<file path="config.mk">
export PLATFORM = sky130hd
export DESIGN_NAME = huffman_decoder
export DESIGN_NICKNAME = d
export VERILOG_FILES = /design/src/rtl/huffman_decoder.sv
export SDC_FILE = /design/constraint.sdc
export NUM_CORES = 2
export LEC_CHECK = 0
export BUFFER_PORTS_ARGS = -buffer_cell sky130_fd_sc_hd__buf_2
export CAP_MARGIN = 25
export CORE_MARGIN = 4
export CORE_UTILIZATION = 50
export DETAILED_ROUTE_END_ITERATION = 10
export PLACE_DENSITY = 0.67
export SLEW_MARGIN = 0
export SYNTH_ARGS = -nofsm -noshare
export SYNTH_HDL_FRONTEND = slang
export SYNTH_SLANG_ARGS = --single-unit
</file>
<file path="constraint.sdc">
create_clock -name clock -period 39.5 [get_ports clock]
set_clock_uncertainty 0.1 [all_clocks]
set_input_delay 1.975 -clock clock [delete_from_list [all_inputs] [get_ports clock]]
set_output_delay 1.975 -clock clock [all_outputs]
set_load 0.1 [all_outputs]
</file>
<file path="src/rtl/huffman_decoder.sv">
// huffman_decoder: table-driven prefix-code decoder, 64 symbols, codes up to 8 bits.
// Ports:
//   clock, reset             rising-edge clock, asynchronous active-high reset
//   tbl_we/addr/code/len     table load (IDLE only); len 0 or >8 marks an entry invalid
//   start, flush             IDLE->RUN pulse; flush discards bits, clears error, returns to IDLE
//   encoded_in, enable_in    32-bit packed bitstream word, bit 31 first; taken when enable_in && ready_in
//   ready_in                 RUN and at most 32 bits buffered
//   symbol_out, symbol_valid decoded symbol and its one-cycle qualifier
//   error_out                high while halted on an undecodable prefix
//   sym_count                symbol counter, present only with HUFFMAN_DECODER_STATS_EN defined
module huffman_decoder (
    input  logic        clock,
    input  logic        reset,
    input  logic        tbl_we,
    input  logic [5:0]  tbl_addr,
    input  logic [7:0]  tbl_code,
    input  logic [3:0]  tbl_len,
    input  logic        start,
    input  logic [31:0] encoded_in,
    input  logic        enable_in,
    output logic        ready_in,
    input  logic        flush,
    output logic [5:0]  symbol_out,
    output logic        symbol_valid,
`ifdef HUFFMAN_DECODER_STATS_EN
    output logic [15:0] sym_count,
`endif
    output logic        error_out
);
    localparam logic [1:0] IDLE = 2'd0;
    localparam logic [1:0] RUN  = 2'd1;
    localparam logic [1:0] HALT = 2'd2;

    logic [1:0]  state_q, state_d;
    logic [7:0]  code_q [64];
    logic [3:0]  len_q [64];
    logic [63:0] buf_q, buf_d;
    logic [6:0]  cnt_q, cnt_d;
    logic [5:0]  sym_q, sym_d;
    logic        valid_q, valid_d;
    logic        hit, consume, accept;
    logic [5:0]  hit_idx;
    logic [3:0]  hit_len, used;
    logic [6:0]  cnt_mid;
    logic [63:0] shifted;

    assign ready_in     = (state_q == RUN) && (cnt_q <= 7'd32);
    assign accept       = enable_in && ready_in;
    assign error_out    = (state_q == HALT);
    assign symbol_out   = sym_q;
    assign symbol_valid = valid_q;

    // Scan from the top so the lowest matching index is the one left standing.
    always_comb begin
        hit     = 1'b0;
        hit_idx = 6'd0;
        hit_len = 4'd0;
        for (int i = 63; i >= 0; i--) begin
            if (len_q[i] >= 4'd1 && len_q[i] <= 4'd8 && {3'd0, len_q[i]} <= cnt_q &&
                (buf_q[63:56] >> (4'd8 - len_q[i])) == (code_q[i] & ~(8'hFF << len_q[i]))) begin
                hit     = 1'b1;
                hit_idx = 6'(i);
                hit_len = len_q[i];
            end
        end
    end

    // Consumption and append happen together: the new word lands right behind
    // whatever survives this cycle's shift, so straddling codes see no gap.
    always_comb begin
        consume = (state_q == RUN) && hit;
        used    = consume ? hit_len : 4'd0;
        cnt_mid = cnt_q - {3'd0, used};
        shifted = buf_q << used;
        state_d = flush ? IDLE :
                  (state_q == IDLE && start) ? RUN :
                  (state_q == RUN && !hit && cnt_q >= 7'd8) ? HALT : state_q;
        buf_d   = flush ? 64'd0 : accept ? (shifted | ({encoded_in, 32'd0} >> cnt_mid)) : shifted;
        cnt_d   = flush ? 7'd0 : accept ? cnt_mid + 7'd32 : cnt_mid;
        valid_d = !flush && consume;
        sym_d   = valid_d ? hit_idx : sym_q;
    end

    always_ff @(posedge clock or posedge reset) begin
        if (reset) begin
            state_q <= IDLE;
            buf_q   <= 64'd0;
            cnt_q   <= 7'd0;
            sym_q   <= 6'd0;
            valid_q <= 1'b0;
        end else begin
            state_q <= state_d;
            buf_q   <= buf_d;
            cnt_q   <= cnt_d;
            sym_q   <= sym_d;
            valid_q <= valid_d;
        end
    end

    always_ff @(posedge clock or posedge reset) begin
        if (reset) begin
            for (int i = 0; i < 64; i++) begin
                code_q[i] <= 8'd0;
                len_q[i]  <= 4'd0;
            end
        end else if (!flush && state_q == IDLE && tbl_we) begin
            code_q[tbl_addr] <= tbl_code;
            len_q[tbl_addr]  <= tbl_len;
        end
    end

`ifdef HUFFMAN_DECODER_STATS_EN
    logic [15:0] stat_q;
    always_ff @(posedge clock or posedge reset) begin
        if (reset) stat_q <= 16'd0;
        else       stat_q <= flush ? 16'd0 : stat_q + {15'd0, valid_d};
    end
    assign sym_count = stat_q;
`endif
endmodule

</file>
==> impl_results.md <==
* Status: finished, final reports clean
* Hold Crit Class: flip-flop to flip-flop
* Register area at 21300 um2
* Multi-input logic area at 60800 um2
* Worst-skew pair later-pin latency at 0.77 ns
* Routed Antenna Nets at 0
* Gpl congestion at 0.976
* Syn Inst Count at around 9900
* Cell row count at between 150 and 200
* Fraction of registers with async set/reset at 100%
* Sequential-to-total area share from yosys stat at roughly 24%
* Reg power frac at 18.5%
* Switching power at ~3.2 mW
* Routed wire length at 317000 um
* Core footprint at around 170000 um2
* Synth area leaders: dfrtp_1 24%, mux2_2 9.8%, ha_1 8.3%
* Switching Share at 51.4%
* Lkg Pwr at 39.4 nW
* CTS clock-pin slew for the worst setup and hold paths at 0.06 ns
* Cell variety after synth at 111
* Setup CP Type: flip-flop to flip-flop
* Pins Over Slew Limit at 0
* Synth Warn # at 0
* Setup crit end kind: flip-flop
* Layout cells sized above 1 at between 15 and 20%
* Sum Neg Setup Slack at 0 ns
* Area Overhead vs Synth at 5.65%
* Final Hold Vio Count at 0
* Detailed-route via count at 81900
* Num Clock Sinks at 848
* Initial antenna violation count at 20
* Syn nets at 10600
* Crit path largest cell delay at around 0.85 ns
* EDFF count, synth at 0
* Power density cells at about 67 nW/um2
* Cell taking the most area after synthesis: dfrtp_1
* Worst Path Arrival at 12.20 ns
* Final period util at between 20% and 30%
* Max frequency at 85.2 MHz
* Slew @ Worst Pin at 1.20 ns
* Top_reg_cell synth: dfrtp_1
* Die X at 426 um
* Hold-fix buffer count after cts at 0
* Combinational share of power at a little under two thirds
* Ports at 65
* CTS buffer count at roughly 110
* Syn avg cell area at 8.80 um2
* Vias in the first global route at 78200
* Utilization after layout at a little over half
* WP data required at around 40 ns
* Post-CTS setup repair buffer count at 0
* Die Footprint at approximately 180000 um2
* Place WS at 28.32 ns
* Via density at 6.94
* First-pass GRT wire length at 482000 um
* IO Port Bufs at 64
* Mapped Area at 87400 um2
* CTS tree: yes
* Die Y at between 400 and 500 um
* Maximum VDD drop at 0.0000777 V
* Pint at roughly 3 mW
* Most common cell in the synthesized netlist: dfrtp_1
* Yosys top cell area share at 24.3%
* DRT iter0 DRCs at 9295
* DRC Markers at 0
* Max Root-Sink Buffers at 3
* # nets final at between 10000 and 15000
* Clock power share at 18.0%
* Largest net degree at the start of global routing at 142
* Slew HR at 20.2%
* Htree depth at 3
* Fill cell count at between 15000 and 20000
* Worst Path Max Fanout at 55
* Gr ovfl total at 0
* Drt pass-1 iters at 8
* Commonest cells in the synthesized netlist: 848 x dfrtp_1, 760 x mux2_2, 752 x nand2_1
* Startpoint type of the worst setup path: flip-flop
* Drt wl/cell at 26.9 um
* #FFs+latches synth at between 800 and 900
* Root Buffer: clkbuf_16
* Post-CTS sizing at 0
* Max-Cap Viols at 0
* DP HPWL at around 210000 um
* Total track usage at 33.8%
* CP most frequent cell: buf_4
* Unrepaired setup endpoints after global routing: false
* Worst setup margin at 27.76 ns
* Final setup fails at 0
* Tmin final at between 10 and 15 ns
* CP max stage cell: nor4_4
* Initial Utilization at 50.3%
## stage by stage
step | cells | total power, mW | hold WS (ns) | cell area [um2]
2_1_floorplan | 9924 | 3.74 | 0.371 | 87400
5_1_grt | 11800 | 6.48 | 0.406 | 92300
3_3_place_gp | 11600 | 4.87 | 0.379 | 88100
3_5_place_dp | 11600 | 4.92 | 0.384 | 88200
6_report | 11800 | 6.18 | 0.398 | 92300
4_1_cts | 11800 | 6.05 | 0.398 | 92200
## cells by family after synthesis
family          count (synthesis)  synth area share (%)
xor+xnor                      255                  2.56
fa+ha+maj                     581                  8.33
mux                          1526                  21.6
buf+inv                      1318                  6.22
simple gates                 2826                  16.8
compound gates               2570                  20.2
flops                         848                  24.3
## area by class of cell
| class | count | share of cell area (%) |
|---|---|---|
| antenna | 11 | 0.0298 |
| multi-input combinational | 7758 | 65.9 |
| sequential | 848 | 23.0 |
| timing repair buffer | 214 | 1.76 |
| clock buffer | 153 | 3.44 |
| tap | 2325 | 3.15 |
| inverter | 450 | 1.85 |
| clock inverter | 48 | 0.851 |
## worst max-delay path, delay by kind of cell (launching register included)
family,cells,cell delay [ns]
flip-flops,1,0.70
AO/OA/AOI/OAI,7,1.92
XOR/XNOR,2,0.44
AND/OR/NAND/NOR,11,4.66
adder cells (fa/ha/maj),1,0.45
buffers and inverters,8,3.11
## metal layers
layer	GRT usage (%)	routed length, um	up-vias
li1	-	-	36200
met1	45.3	129000	40300
met2	51.4	138000	4430
met3	6.96	31300	1006
met4	18.1	19400	12
met5	0	75	-
## cell usage in the layout (no fill, tap or decap), drive strengths merged, types with 64 or more instances in the layout
cell type,synthesis,routed
xnor2,130,130
or2,64,64
mux4,210,210
or4,64,64
buf,261,213
and2,84,84
mux2,761,761
a211oi,115,115
and3,65,65
o22ai,111,111
o31a,73,73
o21ai,579,579
o211ai,131,131
nor2b,178,178
dfrtp,848,848
o31ai,154,154
a31oi,67,67
nand2b,119,119
a21oi,450,450
nor3,240,240
mux2i,555,555
nand4,130,130
nor4,125,125
o21a,77,77
nand3,171,171
inv,444,446
nand2,752,752
clkbuf,607,154
nor2,521,521
a22oi,67,67
xor2,125,125
a21o,104,104
ha,580,580
## flip-flops by register name (all words and copies together) (netlist names)
name	count
code_q	512
len_q	256
buf_q	64
cnt_q	7
symbol_out	6
state_q	2
symbol_valid	1
## path summary, 6_finish.rpt
path,startpoint,to,slack [ns],cells after the start
worst max-delay path,buf_q[63]$_DFF_PP0_,buf_q[61]$_DFF_PP0_,27.76,29
worst min-delay path,code_q[158]$_DFFE_PP0P_,code_q[158]$_DFFE_PP0P_,0.40,1
worst max register to register,buf_q[63]$_DFF_PP0_,buf_q[61]$_DFF_PP0_,27.76,29
worst min register to register,code_q[158]$_DFFE_PP0P_,code_q[158]$_DFFE_PP0P_,0.40,1
max in group asynchronous,reset,code_q[281]$_DFFE_PP0P_,34.40,7
min in group asynchronous,reset,cnt_q[5]$_DFF_PP0_,1.24,2
## power by group through the flow
stage	combinational [mW]	sequential (mW)	clock, mW
final	3.92	1.15	1.11
after global placement	3.72	1.15	0
after CTS	3.78	1.14	1.13
after global routing	4.16	1.16	1.16
after detailed placement	3.76	1.15	0
after floorplan	2.70	1.05	0
(Power assumes the default switching activity.)
